**src/rtl/conv_encoder_framer_if.sv**
```systemverilog
// Bit-in / symbol-out handshake bundle for the convolutional encoder framer.
// The encoder side uses the slave modport, the bit source and symbol sink the master.
interface conv_encoder_framer_if;
  logic       in_valid;
  logic       in_ready;
  logic       in_bit;
  logic       in_last;
  logic       out_valid;
  logic       out_ready;
  logic [1:0] out_sym;
  logic       out_last;

  modport master (
    output in_valid, in_bit, in_last, out_ready,
    input  in_ready, out_valid, out_sym, out_last
  );

  modport slave (
    input  in_valid, in_bit, in_last, out_ready,
    output in_ready, out_valid, out_sym, out_last
  );
endinterface

```
**src/rtl/conv_encoder_framer.sv**
```systemverilog
// Rate-1/2 K=4 convolutional encoder with per-frame zero tail and MAX_FRAME truncation.
//  state | meaning
//  IDLE  | waiting for the first bit of a frame
//  DATA  | accepting data bits, one symbol per bit
//  TAIL  | shifting in three zero tail bits
//  FLUSH | waiting for the final tail symbol to leave, then clear
module conv_encoder_framer #(
  parameter logic [3:0] G0        = 4'b1101,
  parameter logic [3:0] G1        = 4'b1111,
  parameter int         MAX_FRAME = 1024
) (
  input  logic                  clk,
  input  logic                  rst,
  input  logic                  enable,
  conv_encoder_framer_if.slave  bus,
  output logic                  trunc,
  output logic                  busy
);
  localparam int CW = $clog2(MAX_FRAME + 1);

  typedef enum logic [1:0] {IDLE, DATA, TAIL, FLUSH} state_t;

  state_t        state, state_nx;
  logic [2:0]    sr, sr_nx;
  logic [CW-1:0] bit_cnt, bit_cnt_nx;
  logic [1:0]    tail_cnt, tail_cnt_nx;
  logic          trunc_nx;
  logic          out_valid_nx, out_last_nx;
  logic [1:0]    out_sym_nx;
  logic          free, accept, load, load_bit, last_sym;
  logic [3:0]    v;

  assign free        = !bus.out_valid || bus.out_ready;
  assign bus.in_ready = free && (state == IDLE || state == DATA);
  assign accept      = bus.in_valid && bus.in_ready;
  assign busy        = (state != IDLE) || bus.out_valid;

  always_ff @(posedge clk) begin
    if (!rst || !enable) begin
      state         <= IDLE;
      sr            <= 3'b000;
      bit_cnt       <= '0;
      tail_cnt      <= 2'd0;
      trunc         <= 1'b0;
      bus.out_valid <= 1'b0;
      bus.out_sym   <= 2'b00;
      bus.out_last  <= 1'b0;
    end else begin
      state         <= state_nx;
      sr            <= sr_nx;
      bit_cnt       <= bit_cnt_nx;
      tail_cnt      <= tail_cnt_nx;
      trunc         <= trunc_nx;
      bus.out_valid <= out_valid_nx;
      bus.out_sym   <= out_sym_nx;
      bus.out_last  <= out_last_nx;
    end
  end

  always_comb begin
    state_nx     = state;
    sr_nx        = sr;
    bit_cnt_nx   = bit_cnt;
    tail_cnt_nx  = tail_cnt;
    trunc_nx     = trunc;
    out_valid_nx = bus.out_valid;
    out_sym_nx   = bus.out_sym;
    out_last_nx  = bus.out_last;
    load         = 1'b0;
    load_bit     = 1'b0;
    last_sym     = 1'b0;

    case (state)
      IDLE: if (accept) begin
        load       = 1'b1;
        load_bit   = bus.in_bit;
        bit_cnt_nx = CW'(1);
        trunc_nx   = 1'b0;
        if (bus.in_last) begin
          state_nx = TAIL;
        end else if (MAX_FRAME == 1) begin
          trunc_nx = 1'b1;
          state_nx = TAIL;
        end else begin
          state_nx = DATA;
        end
      end
      DATA: if (accept) begin
        load       = 1'b1;
        load_bit   = bus.in_bit;
        bit_cnt_nx = bit_cnt + CW'(1);
        if (bus.in_last) begin
          state_nx = TAIL;
        end else if (bit_cnt_nx == CW'(MAX_FRAME)) begin
          // frame cut here; the source's next bit opens a new frame
          trunc_nx = 1'b1;
          state_nx = TAIL;
        end
      end
      TAIL: if (free) begin
        load        = 1'b1;
        tail_cnt_nx = tail_cnt + 2'd1;
        if (tail_cnt == 2'd2) begin
          last_sym = 1'b1;
          state_nx = FLUSH;
        end
      end
      FLUSH: if (bus.out_valid && bus.out_ready) begin
        sr_nx       = 3'b000;
        bit_cnt_nx  = '0;
        tail_cnt_nx = 2'd0;
        state_nx    = IDLE;
      end
      default: state_nx = IDLE;
    endcase

    v = {load_bit, sr};
    if (load) begin
      sr_nx        = {load_bit, sr[2:1]};
      out_valid_nx = 1'b1;
      out_sym_nx   = {^(G0 & v), ^(G1 & v)};
      out_last_nx  = last_sym;
    end else if (bus.out_ready) begin
      out_valid_nx = 1'b0;
      out_last_nx  = 1'b0;
    end
  end
endmodule
```
**src/flat_wrapper.sv**
```systemverilog
// flat-port wrapper written by rule: the top's interface ports become plain ports
module conv_encoder_framer_flat 
#(
  parameter logic [3:0] G0        = 4'b1101,
  parameter logic [3:0] G1        = 4'b1111,
  parameter int         MAX_FRAME = 1024
)
  (clk, rst, enable, trunc, busy, bus_in_valid, bus_in_bit, bus_in_last, bus_out_ready, bus_in_ready, bus_out_valid, bus_out_sym, bus_out_last);
  conv_encoder_framer_if bus_i ();
  input  logic clk;
  input  logic rst;
  input  logic enable;
  output logic trunc;
  output logic busy;
  input wire logic [$bits(bus_i.in_valid)-1:0] bus_in_valid;
  input wire logic [$bits(bus_i.in_bit)-1:0] bus_in_bit;
  input wire logic [$bits(bus_i.in_last)-1:0] bus_in_last;
  input wire logic [$bits(bus_i.out_ready)-1:0] bus_out_ready;
  output wire logic [$bits(bus_i.in_ready)-1:0] bus_in_ready;
  output wire logic [$bits(bus_i.out_valid)-1:0] bus_out_valid;
  output wire logic [$bits(bus_i.out_sym)-1:0] bus_out_sym;
  output wire logic [$bits(bus_i.out_last)-1:0] bus_out_last;
  assign bus_i.in_valid = bus_in_valid;
  assign bus_i.in_bit = bus_in_bit;
  assign bus_i.in_last = bus_in_last;
  assign bus_i.out_ready = bus_out_ready;
  assign bus_in_ready = bus_i.in_ready;
  assign bus_out_valid = bus_i.out_valid;
  assign bus_out_sym = bus_i.out_sym;
  assign bus_out_last = bus_i.out_last;
  conv_encoder_framer #(.G0(G0), .G1(G1), .MAX_FRAME(MAX_FRAME)) u_core (.clk(clk), .rst(rst), .enable(enable), .bus(bus_i), .trunc(trunc), .busy(busy));
endmodule
```
**config.mk**
```make
export PLATFORM = sky130hd
export DESIGN_NAME = conv_encoder_framer_flat
export DESIGN_NICKNAME = d
export VERILOG_FILES = /design/src/rtl/conv_encoder_framer_if.sv /design/src/rtl/conv_encoder_framer.sv /design/src/flat_wrapper.sv
export SDC_FILE = /design/constraint.sdc
export NUM_CORES = 1
export LEC_CHECK = 0
export ABC_CLOCK_PERIOD_IN_PS = 5700
export CORE_MARGIN = 3
export CORE_UTILIZATION = 55
export DETAILED_ROUTE_END_ITERATION = 10
export PLACE_DENSITY = 0.77
export SLEW_MARGIN = 20
export SYNTH_ARGS = -nofsm -noshare
export SYNTH_HDL_FRONTEND = slang
export SYNTH_SLANG_ARGS = --single-unit
```
**constraint.sdc**
```tcl
create_clock -name clk -period 5.7 [get_ports clk]
set_input_delay 0.855 -clock clk [delete_from_list [all_inputs] [get_ports clk]]
set_output_delay 0.855 -clock clk [all_outputs]
set_load 0.03 [all_outputs]
```
Word-level counts from Yosys, hierarchy flattened
Cells that the tools add are included.
- flip-flop bits (word level): 23
- input port bits: 7
- output and inout port bits: 7
- logic and storage cells: 83
- add/subtract/negate cells: 2
- eq/ne operators: 13
- multiplexer cells: 34
- reduce and logical (&&, ||, !) cells: 26
- operators with widths (kind ; number):
    11-bit 2-to-1 mux ; 3
    11-bit one-hot mux with 3 select lines ; 1
    2-bit 2-to-1 mux ; 9
    1-bit 2-to-1 mux ; 14
    2-bit nonzero test ; 6
    11-bit by 1-bit adder with 11-bit output (second input constant) ; 1
    11-bit equality test (second input constant) ; 1
    2-bit by 1-bit != test with 1-bit output (second input constant) ; 5
    3-bit 2-to-1 mux ; 3
    2-bit one-hot mux with 4 select lines ; 1
    4-bit parity ; 2
    2-bit equality test (second input constant) ; 3
    6-bit AND reduction ; 1
    5-bit AND reduction ; 1
    1-bit logical OR ; 4
    2-bit != test (second input constant) ; 2
    1-bit one-hot mux with 2 select lines ; 2
    2-bit one-hot mux with 2 select lines ; 1
    4-bit AND reduction ; 1
    1-bit logical AND ; 3
    1-bit logical NOT ; 3
    3-bit != test (second input constant) ; 1
    3-bit AND reduction ; 1
    3-bit nonzero test ; 1
    other kinds (5) ; 5

Depth between registers and ports, before layout
Gate-level depths: netlist (run 1).
- depth in word-level cells: 8
- depth in mapped cells: 9

Worst setup path before layout (run 1)
OpenSTA, ideal clock, no wires.
- path type: in2reg
- start point: in bus_out_ready
- end point: reg u_core.bus.out_sym[0]
- arrival time: 2.332 ns
- slack: 3.240 ns
- stages on the path: 6
- path buffers: 0
- cell sequence: and2b_1 -> nor2_1 -> nand2_1 -> a21oi_1 -> mux2i_1 -> nor2_1
- longest elaborated chain between the ends: 6
- elaborated cells between the ends (all ways): 9
- ends and longest elaborated chain (item ; RTL line ; text):
    start, declared ; flat_wrapper.sv:18 ; input wire logic [$bits(bus_i.out_ready)-1:0] bus_out_ready;
    1-bit logical OR * ; conv_encoder_framer.sv:33 ; assign free = !bus.out_valid || bus.out_ready;
    1-bit logical AND * ; conv_encoder_framer.sv:34 ; assign bus.in_ready = free && (state == IDLE || state == DATA);
    net bus_in_ready ; flat_wrapper.sv:19 ; output wire logic [$bits(bus_i.in_ready)-1:0] bus_in_ready;
    1-bit logical AND * ; conv_encoder_framer.sv:35 ; assign accept = bus.in_valid && bus.in_ready;
    1-bit 2-to-1 mux ; conv_encoder_framer.sv:74, conv_encoder_framer.sv:88 ;
    1-bit 2-to-1 mux ; -- ;
    4-bit parity ; conv_encoder_framer.sv:121 ; out_sym_nx = {^(G0 & v), ^(G1 & v)};
    end signal, assigned ; conv_encoder_framer.sv:55 ; bus.out_sym <= out_sym_nx;
    end, declared ; conv_encoder_framer_if.sv:20 ; output in_ready, out_valid, out_sym, out_last
The timed path passes the listed nets; every way through them passes the cells marked *.
A chain may end at the register's enable or synchronous reset.

Worst setup path in the final report (run 1)
- start point: in bus_out_ready
- end point: out bus_in_ready
- longest elaborated chain between the ends: 2
- ends and longest elaborated chain (item ; RTL line):
    1-bit logical OR ; conv_encoder_framer.sv:33
    1-bit logical AND ; conv_encoder_framer.sv:34
    end, declared ; flat_wrapper.sv:19
Every way passes these cells.

==> impl_metrics.py, run 1 <==
metrics = {
    "timing": {
        "setup_viol": 0,
        "period_needed_ns": 3.34,
        "drv_slew": 0,
        "setup_slack_ns": 2.36,
        "relSlewSlack": 0.457,
        "fin_tns_setup_ns": 0,
        "tightest_slew_ns": 0.812,
        "grt_setup_unrepaired": "no",
        "hold_viol_final": 0,
        "fmax_mhz": 299,
        "fin_skew_ns": 0.00308,
        "period_share": 0.586,
    },
    "yosys": {
        "synthesis.nets": 200,
        "yosys_register_bits": 23,
        "seq_area_frac_synth": 0.315,
        "yosysWarnings": 0,
        "post_synth.cell_area_avg_um2": 7.83,
        "synth_cell_types": 48,
        "synth_edf_count": 0,
        "syn_inst": 187,
        "synthArstFlopShare": 0,
        "synth-main-ff-cell": "dfxtp_1",
        "netlist_area_um2": 1460,
    },
    "critical_path": {
        "cp_cell_sequence": "clkdlybuf4s50_1 > and2b_1 > nor2_1 > clkdlybuf4s50_1",
        "path_common_cell": "clkdlybuf4s50_1",
        "cp_max_fo": 6,
        "worstPathRequired_ns": 4.85,
        "reg2reg_slack_ns": 3.24,
        "critical_path.startpoint_type": "primary input",
        "crit_type": "in -> out",
        "slowest_stage": "clkdlybuf4s50_1",
        "slowest_delay_ns": 0.69,
        "endpoint_kind": "output pin",
        "arrival_ns": 2.49,
    },
    "clock_network": {
        "cts_buffers": 3,
        "cts-root-buf": "clkbuf_4",
        "clk_transition_reported_paths_ns": 0.13,
        "clockBufferDepth": 2,
        "cts.repair.resized": 0,
        "cts_max_level": 1,
        "post_cts_buffers": 0,
        "clk_latency_ns": 0.32,
        "cts_tree": "built",
        "cts.sinks": 23,
        "hold_buffers": 0,
    },
    "placement": {
        "place_congestion": 0.768,
        "dp_hpwl_um": 2460,
        "io_buffers": 13,
        "dp_slack_ns": 2.38,
        "place_inst": 223,
    },
    "layout": {
        "diodes": 0,
        "fin_cells": 227,
        "layout_common_cells": "nor2_1 (25), dfxtp_1 (23), a21oi_1 (19)",
        "final_util": 0.654,
        "layout-drive-gt1-share": 0.0761,
        "area_delta_synth_final_pct": 11.7,
        "nFillCells": 223,
        "final_common_cell": "nor2_1",
        "nets": 211,
    },
    "detailed_routing": {
        "drc": 0,
        "dr.pass1.iters": 4,
        "ant_nets": 0,
        "via_per_inst": 6.20,
        "met3_length_um": 117,
        "vias": 1407,
        "drtIter0Drc": 58,
        "wl_met1_um": 1450,
        "totalWireLength_um": 3310,
        "wl_met2_um": 1670,
        "topRoutingLayerUsed": "met4",
        "routedWlPerCell_um": 14.6,
    },
    "power_and_ir_drop": {
        "power.density_nw_per_um2": 200,
        "fin_total_pwr_uw": 327,
        "peakVddDrop_mv": 0.144,
        "leakage_uw": 0.000580,
    },
    "global_route": {
        "grt_usage": 0.214,
        "grt_overflow": 0,
        "grt_antenna_before_repair": 0,
        "grt_pass1_wl_um": 5690,
        "grt_pass1_vias": 1335,
        "grt_max_degree": 25,
    },
    "min_path": {
        "hold_path.class": "reg -> reg",
    },
    "die": {
        "rows": 18,
        "die_h_um": 57.6,
        "dieArea_um2": 3320,
        "initial_utilization": 0.586,
        "die_w_um": 57.6,
        "core-area_um2": 2500,
        "ioPinCount": 14,
    },
    "run_status": {
        "outcome": "finished, final reports clean",
    },
    "flow_run": {
        "cap_violations": 0,
    },
}
final cells by class:
type / instances / area, µm² / share of cell area
clock buffers: 3 / 22.5 / 0.0138
flip-flops and latches: 23 / 460 / 0.282
repair buffers: 14 / 138 / 0.0842
inverters: 6 / 22.5 / 0.0138
clock inverters: 1 / 5.00 / 0.00306
well taps: 30 / 37.5 / 0.0230
multi-input cells: 150 / 950 / 0.581
critical path, delay by kind of cell:
| family | cells | cell delay, ns |
|---|---|---|
| buffers and inverters | 2 | 1.26 |
| AND/OR/NAND/NOR | 2 | 0.37 |
registers in the layout, summed over array words and instances, names as in the netlist:
register and count:
u_core.bit_cnt 11, u_core.sr 3, u_core.bus.out_sym 2, u_core.state 2
u_core.tail_cnt 2, u_core.bus.out_last 1, u_core.bus.out_valid 1, u_core.trunc 1
path summary, 6_finish.rpt:
check / from / end / depth (start not counted)
worst max-delay path: bus_out_ready / bus_in_ready / 4
worst min-delay path: u_core.bit_cnt[9] / u_core.bit_cnt[9] / 2
worst max register to register: u_core.state[1] / u_core.bit_cnt[9] / 9
worst min register to register: u_core.bit_cnt[9] / u_core.bit_cnt[9] / 2
routing by layer:
metal  up-vias  GRT usage
li1        688          -
met1       675      0.254
met2        35      0.384
met3         9     0.0317
met4         0     0.0795
met5         -          0
cell usage after synthesis, types with 4 or more instances:
master,number,area [µm²]
a21oi_1,19,95.1
and2_1,6,37.5
clkbuf_1,7,26.3
dfxtp_1,23,460
ha_1,6,75.1
inv_1,6,22.5
nand2_1,16,60.1
nand2b_1,4,25.0
nand3_1,7,35.0
nor2_1,25,93.8
nor2b_1,4,25.0
nor3_1,5,25.0
o21ai_0,9,45.0
power breakdown:
group	switching [µW]	internal [µW]	leakage, µW
Sequential	3.71	164	0.000186
Clock	51.9	26.3	0.0000177
Combinational	49.4	31.7	0.000377
Total	105	222	0.000580
cell families after synthesis:
logic type	Yosys count	share of synthesized area
simple gates	88	0.309
compound gates	48	0.236
flops	23	0.315
buf+inv	14	0.0368
fa+ha+maj	6	0.0513
xor+xnor	4	0.0239
mux	4	0.0282
through the flow:
stage               hold slack [ns]  area [µm²]
global route                  0.545        1640
CTS                           0.516        1640
global placement              0.476        1610
detailed placement            0.486        1610
floorplan                     0.454        1460
finish                        0.508        1640
Note: power is estimated with default switching activity, not from simulation.
==> inputs of run 2 (changes only) <==
ABC_CLOCK_PERIOD_IN_PS = 2800   (was 5700)
CORE_UTILIZATION = 51   (was 55)
PLACE_DENSITY = 0.75   (was 0.77)
clock period = 2.8 ns   (was 5.7 ns; I/O delays follow)
==> impl_metrics.py, run 2 (same netlist as run 1, synthesis figures left out) <==
metrics = {
    "die": {
        "die_w_um": 59.6,
        "ioPinCount": 14,
        "dieArea_um2": 3550,
        "core-area_um2": 2590,
        "rows": 18,
        "die_h_um": 59.6,
        "initial_utilization": 0.565,
    },
    "critical_path": {
        "path_common_cell": "clkdlybuf4s50_1",
        "cp_cell_sequence": "clkdlybuf4s50_1 > and2b_1 > nor2_1 > clkdlybuf4s50_1",
        "reg2reg_slack_ns": 0.60,
        "critical_path.startpoint_type": "primary input",
        "timing.rr.start": "u_core.state[0]",
        "endpoint_kind": "output pin",
        "crit_path_end": "bus_in_ready",
        "crit_type": "in -> out",
        "arrival_ns": 2.03,
        "cp_top_family": "buffers and inverters",
        "slowest_delay_ns": 0.68,
        "critPathBufInv": 2,
        "cp_max_fo": 6,
        "cp.depth": 4,
        "reg2regPathDepth": 8,
        "r2r_end": "u_core.state[0]",
        "slowest_stage": "clkdlybuf4s50_1",
        "worstPathRequired_ns": 2.38,
        "critPathLaunch": "bus_out_ready",
    },
    "layout": {
        "largest_register": "u_core.bit_cnt",
        "area_delta_synth_final_pct": 12.9,
        "final_common_cell": "nor2_1",
        "layout_common_cells": "nor2_1 (25), dfxtp_1 (23), a21oi_1 (19)",
        "largest_reg_flops": 11,
        "largestRegisters": "u_core.bit_cnt (11), u_core.sr (3)",
        "layout-drive-gt1-share": 0.0854,
        "nFillCells": 250,
        "nets": 213,
        "diodes": 0,
    },
    "timing": {
        "fmax_mhz": 408,
        "setup_viol": 0,
        "period_needed_ns": 2.45,
        "relSlewSlack": 0.640,
        "drv_slew": 0,
        "hold_viol_final": 0,
        "grt_setup_unrepaired": "no",
        "period_share": 0.875,
        "fin_skew_ns": 0.0131,
        "tightest_slew_ns": 0.539,
        "fin_tns_setup_ns": 0,
    },
    "clock_network": {
        "cts_max_level": 1,
        "post_cts_buffers": 0,
        "clk_latency_ns": 0.32,
        "cts_buffers": 3,
        "cts-root-buf": "clkbuf_4",
        "hold_buffers": 0,
        "clk_transition_reported_paths_ns": 0.13,
        "cts_tree": "built",
        "cts.repair.resized": 0,
        "cts.sinks": 23,
        "clockBufferDepth": 2,
    },
    "power_and_ir_drop": {
        "fin_total_pwr_uw": 671,
        "peakVddDrop_mv": 0.336,
        "power.density_nw_per_um2": 406,
        "leakage_uw": 0.000587,
    },
    "detailed_routing": {
        "via_per_inst": 5.93,
        "vias": 1358,
        "ant_nets": 0,
        "drc": 0,
        "totalWireLength_um": 3180,
        "routedWlPerCell_um": 13.9,
        "dr.pass1.iters": 4,
        "drtIter0Drc": 58,
    },
    "global_route": {
        "grt_overflow": 0,
        "grt_pass1_wl_um": 5670,
        "grt_usage": 0.208,
        "grt_antenna_before_repair": 0,
        "grt_max_degree": 21,
        "grt_pass1_vias": 1338,
    },
    "min_path": {
        "hold_path.class": "reg -> reg",
    },
    "run_status": {
        "outcome": "finished, final reports clean",
    },
    "placement": {
        "place_congestion": 0.848,
        "io_buffers": 13,
        "dp_hpwl_um": 2320,
    },
    "flow_run": {
        "cap_violations": 0,
    },
}
run 2: cell count changes in the layout (fill, tap and decap cells not counted), sizes merged:
cell / previous run / this run
clkinvlp: 0 / 1
clkinv: 1 / 0
buf: 1 / 3
run 2: worst reg2reg max path, stage by stage (launching register included):
cell and delay [ns]:
dfxtp_1 0.42, inv_1 0.10, ha_1 0.37, a21oi_1 0.21, nor2_1 0.08, a2111oi_4 0.38
o2111ai_1 0.18, mux2_1 0.31, o311ai_1 0.07
run 2: cell type report:
| type | instances | area, µm² | area share |
|---|---|---|---|
| Inverter | 6 | 22.5 | 0.0136 |
| Clock inverter | 1 | 7.51 | 0.00454 |
| Sequential cell | 23 | 460 | 0.279 |
| Timing Repair Buffer | 16 | 153 | 0.0924 |
| Clock buffer | 3 | 22.5 | 0.0136 |
| Multi-Input combinational cell | 150 | 950 | 0.575 |
| Tap cell | 30 | 37.5 | 0.0227 |
run 2: layer usage:
metal  part of all wire  GRT usage  vias to the layer above
met2               0.45      0.315                       29
met3              0.042     0.0545                        6
met1               0.49      0.282                      628
met5                  0          0                        -
li1                   -          -                      695
met4              0.012     0.0791                        0
run 2: through the flow:
step                      hold WS [ns]  utilization  setup WS [ns]  instance area (µm²)  instances
after floorplan                  0.454            -          0.649                 1460        187
after global placement           0.472        0.627          0.367                 1620        225
after detailed placement         0.470        0.627          0.355                 1620        225
after CTS                        0.488        0.638          0.345                 1650        229
after global routing             0.513        0.638          0.201                 1650        229
final                            0.485        0.638          0.350                 1650        229
run 2: report_power, final:
part	switching, µW	internal [µW]
registers	7.04	334
logic	100	66.2
clock network	109	54.6
total	216	455
run 2: how the worst min path moves through the flow:
| stage | startpoint | end | slack, ns | depth (start not counted) |
|---|---|---|---|---|
| 2_1_floorplan | u_core.tail_cnt[0] | u_core.tail_cnt[0] | 0.45 | 2 |
| 3_3_place_gp | u_core.bit_cnt[9] | u_core.bit_cnt[9] | 0.47 | 2 |
| 3_5_place_dp | u_core.tail_cnt[0] | u_core.tail_cnt[0] | 0.47 | 2 |
| 4_1_cts | u_core.tail_cnt[0] | u_core.tail_cnt[0] | 0.49 | 2 |
| 5_1_grt | u_core.tail_cnt[0] | u_core.tail_cnt[0] | 0.51 | 2 |
| 6_report | u_core.tail_cnt[0] | u_core.tail_cnt[0] | 0.48 | 2 |
==> inputs of run 3 (changes only) <==
REMOVE_ABC_BUFFERS = 1   (was not set)
==> impl_metrics.py, run 3 (same netlist as run 1, synthesis figures left out) <==
metrics = {
    "power_and_ir_drop": {
        "power_frac_comb": 0.250,
        "pwr-share-clk": 0.232,
        "fin_total_pwr_uw": 658,
        "pwr-share-seq": 0.518,
        "power.density_nw_per_um2": 399,
        "p_sw_uw": 205,
        "sw_frac_of_total": 0.311,
        "intPower_uw": 454,
        "peakVddDrop_mv": 0.318,
        "leakage_uw": 0.000590,
    },
    "critical_path": {
        "slowest_delay_ns": 0.71,
        "crit_type": "in -> out",
        "worstPathRequired_ns": 2.38,
        "slowest_stage": "clkdlybuf4s50_1",
        "cp_max_fo": 6,
        "path_common_cell": "clkdlybuf4s50_1",
        "endpoint_kind": "output pin",
        "critical_path.startpoint_type": "primary input",
        "arrival_ns": 2.13,
        "reg2reg_slack_ns": 0.64,
        "cp_cell_sequence": "clkdlybuf4s50_1 > and2b_1 > nor2_1 > clkdlybuf4s50_1",
    },
    "clock_network": {
        "cts.sinks": 23,
        "post_cts_buffers": 0,
        "clk_transition_reported_paths_ns": 0.13,
        "cts.repair.resized": 0,
        "hold_buffers": 0,
        "cts_buffers": 3,
        "cts_max_level": 1,
        "clockBufferDepth": 2,
        "cts-root-buf": "clkbuf_4",
        "clk_latency_ns": 0.31,
        "cts_tree": "built",
    },
    "layout": {
        "nets": 213,
        "layout-drive-gt1-share": 0.0854,
        "largestRegisters": "u_core.bit_cnt (11), u_core.sr (3)",
        "final_common_cell": "nor2_1",
        "final_util": 0.637,
        "largest_register": "u_core.bit_cnt",
        "largest_reg_flops": 11,
        "fin_cells": 229,
        "area_delta_synth_final_pct": 12.7,
        "diodes": 0,
        "layout_common_cells": "nor2_1 (25), dfxtp_1 (23), a21oi_1 (19)",
    },
    "timing": {
        "relSlewSlack": 0.642,
        "drv_slew": 0,
        "grt_setup_unrepaired": "no",
        "setup_slack_ns": 0.249,
        "period_needed_ns": 2.55,
        "period_share": 0.911,
        "setup_viol": 0,
        "fin_tns_setup_ns": 0,
        "fmax_mhz": 392,
        "hold_viol_final": 0,
        "fin_skew_ns": 0.00341,
        "tightest_slew_ns": 0.537,
    },
    "min_path": {
        "hold_path.class": "reg -> reg",
    },
    "flow_run": {
        "cap_violations": 0,
    },
    "global_route": {
        "grt_pass1_wl_um": 5160,
        "grt_overflow": 0,
        "grt_pass1_vias": 1205,
        "grt_antenna_before_repair": 0,
        "grt_max_degree": 25,
        "grt_usage": 0.185,
    },
    "die": {
        "rows": 18,
        "initial_utilization": 0.565,
        "ioPinCount": 14,
        "die_h_um": 59.6,
        "core-area_um2": 2590,
        "dieArea_um2": 3550,
        "die_w_um": 59.6,
    },
    "detailed_routing": {
        "vias": 1339,
        "drtIter0Drc": 104,
        "via_per_inst": 5.85,
        "dr.pass1.iters": 4,
        "routedWlPerCell_um": 13.4,
        "totalWireLength_um": 3060,
        "ant_nets": 0,
        "drc": 0,
    },
    "placement": {
        "place_congestion": 0.889,
        "place_inst": 225,
        "dp_hpwl_um": 2250,
        "dp_slack_ns": 0.292,
        "io_buffers": 13,
    },
    "run_status": {
        "outcome": "finished, final reports clean",
    },
}
[run 3: per-stage QoR]
step                      cell area, µm²  hold slack [ns]
after detailed placement            1620            0.481
after global placement              1620            0.476
final                               1650            0.502
after CTS                           1650            0.501
after global routing                1650            0.540
after floorplan                     1430            0.454
[run 3: power groups by stage]
stage	clock network, µW	registers [µW]	logic [µW]
after floorplan	0	351	108
after global placement	0	348	159
after detailed placement	0	348	165
after CTS	162	341	165
after global routing	174	343	181
final	152	341	165
[run 3: worst paths after layout]
check,startpoint,to,cells after the start
worst max register to register,u_core.state[0],u_core.state[0],8
worst min-delay path,u_core.tail_cnt[0],u_core.tail_cnt[0],2
worst min register to register,u_core.tail_cnt[0],u_core.tail_cnt[0],2
worst max-delay path,bus_out_ready,bus_in_ready,4
[run 3: per-layer routing]
metal  GRT usage  up-vias  routed length [µm]
li1            -      695                   -
met1       0.233      624                1390
met2       0.315       18                1550
met3      0.0327        2                  98
met4      0.0633        0                  20
met5           0        -                   0
[run 3: final cells by class]
cell class,instances,area [µm²]
Clock inverter,1,5.00
Sequential cell,23,460
Timing Repair Buffer,16,153
Fill cell,232,940
Clock buffer,3,22.5
Tap cell,30,37.5
Multi-Input combinational cell,150,950
Inverter,6,22.5
[run 3: worst max-delay path, delay by kind of cell]
family / cells / cell delay [ns]
buffers and inverters: 2 / 1.27
AND/OR/NAND/NOR: 2 / 0.43
